===== config.mk =====
export PLATFORM = sky130hd
export DESIGN_NAME = multi_cycle_control_unit
export DESIGN_NICKNAME = d
export VERILOG_FILES = /design/src/rtl/multi_cycle_control_unit_pkg.sv /design/src/rtl/multi_cycle_control_unit_control_decode.sv /design/src/rtl/multi_cycle_control_unit.sv
export SDC_FILE = /design/constraint.sdc
export NUM_CORES = 1
export LEC_CHECK = 0
export ABC_AREA = 1
export CAP_MARGIN = 20
export CORE_MARGIN = 3
export CORE_UTILIZATION = 46
export CTS_CLUSTER_DIAMETER = 200
export DETAILED_ROUTE_END_ITERATION = 8
export GPL_TIMING_DRIVEN = 0
export HOLD_SLACK_MARGIN = 0.1
export PLACE_DENSITY = 0.85
export SLEW_MARGIN = 20
export SYNTH_ARGS = -nofsm -noshare
export SYNTH_HDL_FRONTEND = slang
export SYNTH_HIERARCHICAL = 1
export SYNTH_SLANG_ARGS = --single-unit

===== constraint.sdc =====
create_clock -name CLK -period 2.7 [get_ports CLK]
set_input_delay 0.405 -clock CLK [delete_from_list [all_inputs] [get_ports CLK]]
set_output_delay 0.405 -clock CLK [all_outputs]
set_load 0.1 [all_outputs]

===== src/rtl/multi_cycle_control_unit_pkg.sv =====
// Shared definitions for the multi-cycle MIPS-subset control unit:
// opcode encodings, FSM state encodings, ALU operation codes, PCSrc/RegDst
// select codes and the packed control word produced by the decoder.
package multi_cycle_control_unit_pkg;

  localparam int OP_W_C    = 6;
  localparam int ALUOP_W_C = 3;

  // Opcodes (IR[31:26])
  localparam logic [OP_W_C-1:0] OP_ADD   = 6'b000000;
  localparam logic [OP_W_C-1:0] OP_SUB   = 6'b000001;
  localparam logic [OP_W_C-1:0] OP_ADDIU = 6'b000010;
  localparam logic [OP_W_C-1:0] OP_AND   = 6'b010000;
  localparam logic [OP_W_C-1:0] OP_ANDI  = 6'b010001;
  localparam logic [OP_W_C-1:0] OP_ORI   = 6'b010010;
  localparam logic [OP_W_C-1:0] OP_XORI  = 6'b010011;
  localparam logic [OP_W_C-1:0] OP_SLL   = 6'b011000;
  localparam logic [OP_W_C-1:0] OP_SLTI  = 6'b100110;
  localparam logic [OP_W_C-1:0] OP_SLT   = 6'b100111;
  localparam logic [OP_W_C-1:0] OP_SW    = 6'b110000;
  localparam logic [OP_W_C-1:0] OP_LW    = 6'b110001;
  localparam logic [OP_W_C-1:0] OP_BEQ   = 6'b110100;
  localparam logic [OP_W_C-1:0] OP_BNE   = 6'b110101;
  localparam logic [OP_W_C-1:0] OP_BLTZ  = 6'b110110;
  localparam logic [OP_W_C-1:0] OP_J     = 6'b111000;
  localparam logic [OP_W_C-1:0] OP_JR    = 6'b111001;
  localparam logic [OP_W_C-1:0] OP_JAL   = 6'b111010;
  localparam logic [OP_W_C-1:0] OP_HALT  = 6'b111111;

  typedef enum logic [3:0] {
    S_IF     = 4'b0000,
    S_ID     = 4'b0001,
    S_EXE_LS = 4'b0010,
    S_MEM    = 4'b0011,
    S_WB_LD  = 4'b0100,
    S_EXE_BR = 4'b0101,
    S_EXE_AL = 4'b0110,
    S_WB_AL  = 4'b0111,
    S_HALT   = 4'b1000
  } state_e;

  localparam logic [ALUOP_W_C-1:0] ALU_ADD  = 3'b000;
  localparam logic [ALUOP_W_C-1:0] ALU_SUB  = 3'b001;
  localparam logic [ALUOP_W_C-1:0] ALU_SLL  = 3'b010;
  localparam logic [ALUOP_W_C-1:0] ALU_OR   = 3'b011;
  localparam logic [ALUOP_W_C-1:0] ALU_AND  = 3'b100;
  localparam logic [ALUOP_W_C-1:0] ALU_SLTU = 3'b101;
  localparam logic [ALUOP_W_C-1:0] ALU_SLT  = 3'b110;
  localparam logic [ALUOP_W_C-1:0] ALU_XOR  = 3'b111;

  localparam logic [1:0] PCSRC_PC4    = 2'b00;
  localparam logic [1:0] PCSRC_BRANCH = 2'b01;
  localparam logic [1:0] PCSRC_RS     = 2'b10;
  localparam logic [1:0] PCSRC_JUMP   = 2'b11;

  localparam logic [1:0] REGDST_RA = 2'b00;
  localparam logic [1:0] REGDST_RT = 2'b01;
  localparam logic [1:0] REGDST_RD = 2'b10;

  typedef struct packed {
    logic                 pc_wre;
    logic                 ir_wre;
    logic                 ins_mem_rw;
    logic                 reg_wre;
    logic                 m_rd;
    logic                 m_wr;
    logic                 alu_src_a;
    logic                 alu_src_b;
    logic                 ext_sel;
    logic                 db_data_src;
    logic                 wr_reg_d_src;
    logic [1:0]           reg_dst;
    logic [1:0]           pc_src;
    logic [ALUOP_W_C-1:0] alu_op;
  } ctrl_t;

  function automatic logic is_branch(input logic [OP_W_C-1:0] op);
    return (op == OP_BEQ) || (op == OP_BNE) || (op == OP_BLTZ);
  endfunction

  function automatic logic is_jump(input logic [OP_W_C-1:0] op);
    return (op == OP_J) || (op == OP_JR) || (op == OP_JAL);
  endfunction

endpackage


===== src/rtl/multi_cycle_control_unit_control_decode.sv =====
// Pure combinational decoder: (reset, state, opcode, Zero, Sign) -> control word.
// Ports:
//   reset_i  forces every enable low, InsMemRW high and all selects to 0
//   state_i  current FSM state
//   op_i     registered opcode
//   zero_i   ALU result == 0
//   sign_i   ALU result[31]
//   ctrl_o   full control word for this cycle
module control_decode
  import multi_cycle_control_unit_pkg::*;
(
  input  logic              reset_i,
  input  state_e            state_i,
  input  logic [OP_W_C-1:0] op_i,
  input  logic              zero_i,
  input  logic              sign_i,
  output ctrl_t             ctrl_o
);

  logic br_taken;

  assign br_taken = ((op_i == OP_BEQ)  &&  zero_i) ||
                    ((op_i == OP_BNE)  && !zero_i) ||
                    ((op_i == OP_BLTZ) &&  sign_i);

  // NOTE: every field gets a default before any branch so no path leaves a
  // field unassigned, which would otherwise infer a latch.
  always_comb begin
    ctrl_o = '0;
    if (reset_i) begin
      ctrl_o.ins_mem_rw = 1'b1;
    end else begin
      // Selects depend on the opcode only, so they stay put for every state
      // of one instruction. Undefined opcodes fall through to the add setup.
      ctrl_o.ext_sel = 1'b1;
      ctrl_o.reg_dst = REGDST_RD;
      ctrl_o.alu_op  = ALU_ADD;
      case (op_i)
        OP_SUB:   ctrl_o.alu_op = ALU_SUB;
        OP_ADDIU: begin
          ctrl_o.alu_src_b = 1'b1;
          ctrl_o.reg_dst   = REGDST_RT;
        end
        OP_AND:   ctrl_o.alu_op = ALU_AND;
        OP_ANDI:  begin
          ctrl_o.alu_op    = ALU_AND;
          ctrl_o.alu_src_b = 1'b1;
          ctrl_o.ext_sel   = 1'b0;
          ctrl_o.reg_dst   = REGDST_RT;
        end
        OP_ORI:   begin
          ctrl_o.alu_op    = ALU_OR;
          ctrl_o.alu_src_b = 1'b1;
          ctrl_o.ext_sel   = 1'b0;
          ctrl_o.reg_dst   = REGDST_RT;
        end
        OP_XORI:  begin
          ctrl_o.alu_op    = ALU_XOR;
          ctrl_o.alu_src_b = 1'b1;
          ctrl_o.ext_sel   = 1'b0;
          ctrl_o.reg_dst   = REGDST_RT;
        end
        OP_SLL:   begin
          ctrl_o.alu_op    = ALU_SLL;
          ctrl_o.alu_src_a = 1'b1;
        end
        OP_SLTI:  begin
          ctrl_o.alu_op    = ALU_SLT;
          ctrl_o.alu_src_b = 1'b1;
          ctrl_o.reg_dst   = REGDST_RT;
        end
        OP_SLT:   ctrl_o.alu_op = ALU_SLT;
        OP_SW:    begin
          ctrl_o.alu_src_b = 1'b1;
          ctrl_o.reg_dst   = REGDST_RA;
        end
        OP_LW:    begin
          ctrl_o.alu_src_b = 1'b1;
          ctrl_o.reg_dst   = REGDST_RT;
        end
        OP_BEQ, OP_BNE, OP_BLTZ: begin
          ctrl_o.alu_op  = ALU_SUB;
          ctrl_o.reg_dst = REGDST_RA;
        end
        OP_JAL:   begin
          ctrl_o.reg_dst      = REGDST_RA;
          ctrl_o.wr_reg_d_src = 1'b1;
        end
        OP_J, OP_JR, OP_HALT: ctrl_o.reg_dst = REGDST_RA;
        default: ;
      endcase

      // Enables and the PC source only act in the cycle that needs them.
      case (state_i)
        S_IF: begin
          ctrl_o.ir_wre     = 1'b1;
          ctrl_o.ins_mem_rw = 1'b1;
        end
        S_ID: begin
          if (is_jump(op_i)) begin
            ctrl_o.pc_wre = 1'b1;
            ctrl_o.pc_src = (op_i == OP_JR) ? PCSRC_RS : PCSRC_JUMP;
          end
          ctrl_o.reg_wre = (op_i == OP_JAL);
        end
        S_EXE_BR: begin
          ctrl_o.pc_wre = 1'b1;
          ctrl_o.pc_src = br_taken ? PCSRC_BRANCH : PCSRC_PC4;
        end
        S_MEM: begin
          ctrl_o.m_wr   = (op_i == OP_SW);
          ctrl_o.m_rd   = (op_i == OP_LW);
          ctrl_o.pc_wre = (op_i == OP_SW);
        end
        S_WB_AL: begin
          ctrl_o.pc_wre  = 1'b1;
          ctrl_o.reg_wre = 1'b1;
        end
        S_WB_LD: begin
          ctrl_o.pc_wre      = 1'b1;
          ctrl_o.reg_wre     = 1'b1;
          ctrl_o.db_data_src = 1'b1;
        end
        default: ;
      endcase
    end
  end

endmodule


===== src/rtl/multi_cycle_control_unit.sv =====
// Multi-cycle MIPS-subset control unit: state register plus next-state logic;
// the control word for the current cycle comes from control_decode.
// Ports:
//   CLK, Reset (async, active-high)   clock and reset
//   op, Zero, Sign                    opcode and ALU flags from the datapath
//   PCWre IRWre InsMemRW RegWre mRD mWR              write/read enables
//   ALUSrcA ALUSrcB ExtSel DBDataSrc WrRegDSrc       1-bit selects
//   RegDst PCSrc ALUOp                               multi-bit selects
//   State                                            current state (debug)
module multi_cycle_control_unit
  import multi_cycle_control_unit_pkg::*;
#(
  parameter int OP_W    = OP_W_C,
  parameter int ALUOP_W = ALUOP_W_C
) (
  input  logic               CLK,
  input  logic               Reset,
  input  logic [OP_W-1:0]    op,
  input  logic               Zero,
  input  logic               Sign,
  output logic               PCWre,
  output logic               IRWre,
  output logic               InsMemRW,
  output logic               RegWre,
  output logic               mRD,
  output logic               mWR,
  output logic               ALUSrcA,
  output logic               ALUSrcB,
  output logic               ExtSel,
  output logic               DBDataSrc,
  output logic               WrRegDSrc,
  output logic [1:0]         RegDst,
  output logic [1:0]         PCSrc,
  output logic [ALUOP_W-1:0] ALUOp,
  output logic [3:0]         State
);

  state_e state_q, state_d;
  ctrl_t  ctrl;

  // NOTE: state registers use non-blocking assignments so every flop samples
  // pre-edge values regardless of process evaluation order.
  always_ff @(posedge CLK or posedge Reset) begin
    if (Reset) state_q <= S_IF;
    else       state_q <= state_d;
  end

  always_comb begin
    state_d = state_q;
    case (state_q)
      S_IF:     state_d = S_ID;
      S_ID: begin
        if (is_branch(op))                    state_d = S_EXE_BR;
        else if (op == OP_LW || op == OP_SW)  state_d = S_EXE_LS;
        else if (is_jump(op))                 state_d = S_IF;
        else if (op == OP_HALT)               state_d = S_HALT;
        else                                  state_d = S_EXE_AL;
      end
      S_EXE_AL: state_d = S_WB_AL;
      S_WB_AL:  state_d = S_IF;
      S_EXE_BR: state_d = S_IF;
      S_EXE_LS: state_d = S_MEM;
      S_MEM:    state_d = (op == OP_LW) ? S_WB_LD : S_IF;
      S_WB_LD:  state_d = S_IF;
      S_HALT:   state_d = S_HALT;
      default:  state_d = S_IF;
    endcase
  end

  control_decode u_decode (
    .reset_i (Reset),
    .state_i (state_q),
    .op_i    (op),
    .zero_i  (Zero),
    .sign_i  (Sign),
    .ctrl_o  (ctrl)
  );

  assign PCWre     = ctrl.pc_wre;
  assign IRWre     = ctrl.ir_wre;
  assign InsMemRW  = ctrl.ins_mem_rw;
  assign RegWre    = ctrl.reg_wre;
  assign mRD       = ctrl.m_rd;
  assign mWR       = ctrl.m_wr;
  assign ALUSrcA   = ctrl.alu_src_a;
  assign ALUSrcB   = ctrl.alu_src_b;
  assign ExtSel    = ctrl.ext_sel;
  assign DBDataSrc = ctrl.db_data_src;
  assign WrRegDSrc = ctrl.wr_reg_d_src;
  assign RegDst    = ctrl.reg_dst;
  assign PCSrc     = ctrl.pc_src;
  assign ALUOp     = ctrl.alu_op;
  assign State     = state_q;

endmodule


After elaboration in Yosys (flattened, before gate mapping)
Cells that the tools add are included.
- output and inout port bits: 22
- input port bits: 10
- register bits after elaboration: 4
- logic and storage cells: 73
- equality and inequality tests: 26
- reductions and logical operators: 21
- muxes and demuxes: 25
- operators by type and width (operator ; count):
    == test 6 bit (second input constant) ; 11
    == test 6 x 5 -> 1 bit (second input constant) ; 5
    case mux 4 bit (6 select lines) ; 1
    case mux 3 bit (6 select lines) ; 1
    == test 4 x 3 -> 1 bit (second input constant) ; 4
    two-way mux 4 bit ; 4
    two-way mux 15 bit ; 1
    two-way mux 1 bit ; 9
    == test 4 x 2 -> 1 bit (second input constant) ; 2
    two-way mux 2 bit ; 4
    case mux 2 bit (2 select lines) ; 2
    OR reduction 8 bit ; 1
    logical OR 1 bit ; 7
    OR reduction 7 bit ; 1
    == test 6 x 1 -> 1 bit (second input constant) ; 1
    == test 6 x 2 -> 1 bit (second input constant) ; 1
    OR reduction 2 bit ; 3
    OR reduction 3 bit ; 2
    OR reduction 6 bit ; 1
    == test 4 x 1 -> 1 bit (second input constant) ; 1
    == test 4 bit (second input constant) ; 1
    logical NOT 4 bit ; 1
    OR reduction 4 bit ; 1
    logical AND 1 bit ; 3
    other kinds (4) ; 4

Longest topological paths before layout
- word-level depth: 7
- depth in mapped cells: 8
- depth with buffers taken out: 8

By module
Netlist, hierarchy kept.
- modules (own cells, without submodules) (module ; cells an instance ; sequential area each (um2) ; area an instance (um2) ; times used):
    control_decode ; 105 ; 0.0 ; 500.5 ; 1
    multi_cycle_control_unit ; 45 ; 100.1 ; 289.0 ; 1

Least setup slack after synthesis
No wires, ideal clock.
- path kind: reg2out
- start: register state_q[2], in the netlist State[2]
- end: output DBDataSrc
- stages on the path, launching flop included: 5
- data required time: 2.295 ns
- path buffers: 0
- data arrival time: 4.215 ns
- path slack: -1.920 ns
- path through: dfrtp_1 inv_1 nor2_1 inv_1 nor4_1
- longest elaborated chain between the ends: 3
- ends and longest elaborated chain (item ; RTL line ; RTL):
    start, declared ; multi_cycle_control_unit.sv:38 ; state_e state_q, state_d;
    start signal, assigned ; multi_cycle_control_unit.sv:45 ; else state_q <= state_d;
    == test 4 x 3 -> 1 bit ; multi_cycle_control_unit_control_decode.sv:94 ; case (state_i)
    two-way mux 1 bit ; multi_cycle_control_unit_control_decode.sv:94 ;
    two-way mux 15 bit ; multi_cycle_control_unit_control_decode.sv:30 ; if (reset_i) begin
    end, declared ; multi_cycle_control_unit.sv:30 ; output logic DBDataSrc,
Every way passes these cells.

Final worst setup path
- start: input op[0]
- end: output RegDst[1]
- longest elaborated chain between the ends: 4
- elaborated cells between the ends (all ways): 18
- classes of those cells: eq/ne: 14; mux: 2; reduce/logical: 2
- ends and longest elaborated chain (item ; RTL line ; RTL):
    start, declared ; multi_cycle_control_unit.sv:18 ; input logic [OP_W-1:0] op,
    == test 6 bit, or another cell as far along ; multi_cycle_control_unit_control_decode.sv:38 ; case (op_i)
    OR reduction 8 bit (no line) / OR reduction 6 bit (equally long branches) ; n/a ;
    case mux 2 bit (2 select lines) (*) ; multi_cycle_control_unit_control_decode.sv:38 ;
    two-way mux 15 bit (*) ; multi_cycle_control_unit_control_decode.sv:30 ;
    end, declared ; multi_cycle_control_unit.sv:32 ; output logic [1:0] RegDst,
Every way passes the cells marked *; elsewhere a longest branch is shown, timed or not.

==> qor.yml <==
cells_and_area:
  syn2layout_area_growth_pct: 46.8
  fillers: 141
  final_util_pct: 74.3
  antenna_cells: 0
  largest_reg_flops: 4
  finalNetCount: 196
  drive_above_1_share_pct: 25.0
  register_area_um2: 100
  multi_input_area_um2: 602
worst_setup_path:
  rr_worst_depth: 4
  reg2reg_from: "State[0]"
  critical_path_required_ns: 2.30
  start_kind: "input port"
  r2r_slack_ns: 1.55
  worstPathArrival_ns: 2.22
  crit_fanout: 8
  cp-end-kind: "primary output"
  critPathKind: "in -> out"
  r2r_end: "State[0]"
clock_network:
  path_clk_slew_ns: 0.04
  htreeDepth: 1
  postCtsSetupBuffers: 0
  clk_latency_ns: 0.24
  cts.sinks: 4
  root_buffer: "clkbuf_4"
  tritoncts: "built"
  clk_path_buf_depth: 2
  cts_made_buffers: 3
synth:
  yosysMostFrequentCell: "nand2_1"
  async_reset_ff_share_pct: 100
  netlist_top_cells_count: "nand2_1, inv_1, nor2_1"
  syn_area_per_cell_um2: 5.26
  seq_area_frac_synth_pct: 12.7
  yosysTopAreaCell: "nand2_1"
  synth_fp_nets: 160
  synth_area_leaders: "nand2_1, dfrtp_1, inv_1, nor2_1, nand3_1"
  synth_seq_cells: 4
  syn-cell-area_um2: 790
  synth_cell_types: 22
  ys_warn_count: 6
  synth_edf_count: 0
  synth_cells: 150
  ys.flop_type: "dfrtp_1"
  yosys.area.top_type_share_pct: 20.0
placement:
  hpwlAfterDp_um: 1830
  place_ws_ns: -0.582
  gp_congestion: 0.895
  portBuffers: 31
die:
  fp-row-count: 14
  die_w_um: 47.4
  die_area_mm2: 0.00225
  die_height_um: 47.4
  core_mm2: 0.00156
  ioPinCount: 32
  initial_core_util_pct: 50.6
global_route:
  antenna_found_initial: 0
  grt_overflow: 0
  grt_use_total_pct: 21.7
  grt_max_degree: 11
  grt_pass1_wl_um: 3560
  grt_pass1_vias: 894
min_path:
  hold_start: "State[2]"
  whs_endpoint: "State[3]"
  hold_depth: 3
  hp-class: "reg -> reg"
timing:
  fmax_mhz: 381
  relSlewSlack_pct: 35.3
  post-route-period-util_pct: 97.3
  rsz0062_at_grt: "false"
  finalMaxSlewViolations: 0
  setup_violations: 0
  holdWs_ns: 0.694
  tns_ns: 0
  fin_skew_ns: 0.00711
  tightest_slew_ns: 0.968
  min_period_ns: 2.63
  hold_viol_final: 0
  setup_slack_ns: 0.0738
run:
  drv_cap: 0
detailed_routing:
  antenna_left: 0
  drt-vias-per-instance: 5.14
  wirelength_um: 2170
  dr_total_vias: 1028
  avgRoutedWirePerCell_um: 10.8
  initialDrtViolationCount: 36
  drtPass1Iterations: 4
  drcViolationCount: 0
status:
  run_status: "completed"
pwr:
  ir_drop_uv: 724
  p_per_area_mw_per_mm2: 744
  power_leakage_nw: 0.627
-- per-stage QoR --
stage	cell area, um2	total power, W	std cells
CTS	1200	0.000868	200
global placement	1160	0.000788	197
floorplan	830	0.000645	150
global route	1160	0.000918	200
detailed placement	1160	0.000800	197
finish	1160	0.000863	200
-- worst max-delay path: stages --
cell	delay, ns
clkdlybuf4s50_1	0.69
nand2_1	0.18
nand3_1	0.14
nand4_1	0.11
nor2_1	0.12
clkdlybuf4s15_2	0.56
-- logic make-up (layout without fill, tap and decap cells) --
logic type,Yosys count,count (layout),share of synthesized area [%]
flops,4,4,12.7
simple gates,107,107,65.6
buf+inv,31,65,16.2
compound gates,8,8,5.55
-- layout make-up --
type | instances | area share (%)
well taps | 16 | 1.73
multi-input cells | 115 | 51.9
repair buffers | 31 | 24.7
flip-flops and latches | 4 | 8.64
plain buffers | 1 | 1.19
inverters | 30 | 9.83
clock buffers | 3 | 1.94
-- worst max path at each step --
| stage | end | start | slack [ns] | cells after the start |
|---|---|---|---|---|
| 3_3_place_gp | PCWre | Reset | -0.59 | 7 |
| 2_1_floorplan | mRD | State[0] | -0.42 | 4 |
| 4_1_cts | PCWre | Reset | 0.01 | 7 |
| 3_5_place_dp | PCSrc[1] | Reset | -0.58 | 7 |
| 5_1_grt | RegDst[1] | Reset | 0.002 | 6 |
| 6_report | RegDst[1] | op[0] | 0.07 | 6 |
-- where the power goes --
part / total, W / switching [W] / internal (W)
sequential: 0.000134 / 0.0000529 / 0.0000814
combinational: 0.000653 / 0.000503 / 0.000150
clock: 0.0000755 / 0.0000257 / 0.0000498
-- layer usage --
metal,global-route usage [%],wire [um]
met2,36.1,1070
met5,0,0
met4,1.66,0
met1,29.0,940
met3,6.02,158
-- cells in the final DEF, fill, tap and decap left out, drive strengths merged, types with 2 or more instances in the layout --
cell type / synthesis / final
or2: 2 / 2
nand2: 46 / 46
clkbuf: 1 / 6
clkdlybuf4s15: 0 / 7
inv: 29 / 29
buf: 0 / 5
a21oi: 3 / 3
nand3: 21 / 21
o21ai: 5 / 5
dlygate4sd2: 0 / 2
nand4: 3 / 3
nor2: 31 / 31
dfrtp: 4 / 4
clkdlybuf4s18: 0 / 2
clkdlybuf4s50: 0 / 13
-- timing repair --
| item | in CTS | in global routing |
|---|---|---|
| gates resized for setup | 52 | 16 |
| setup endpoints to repair | 18 | 9 |
| hold buffers | 0 | 0 |
Power figures use the tool's default switching activity.
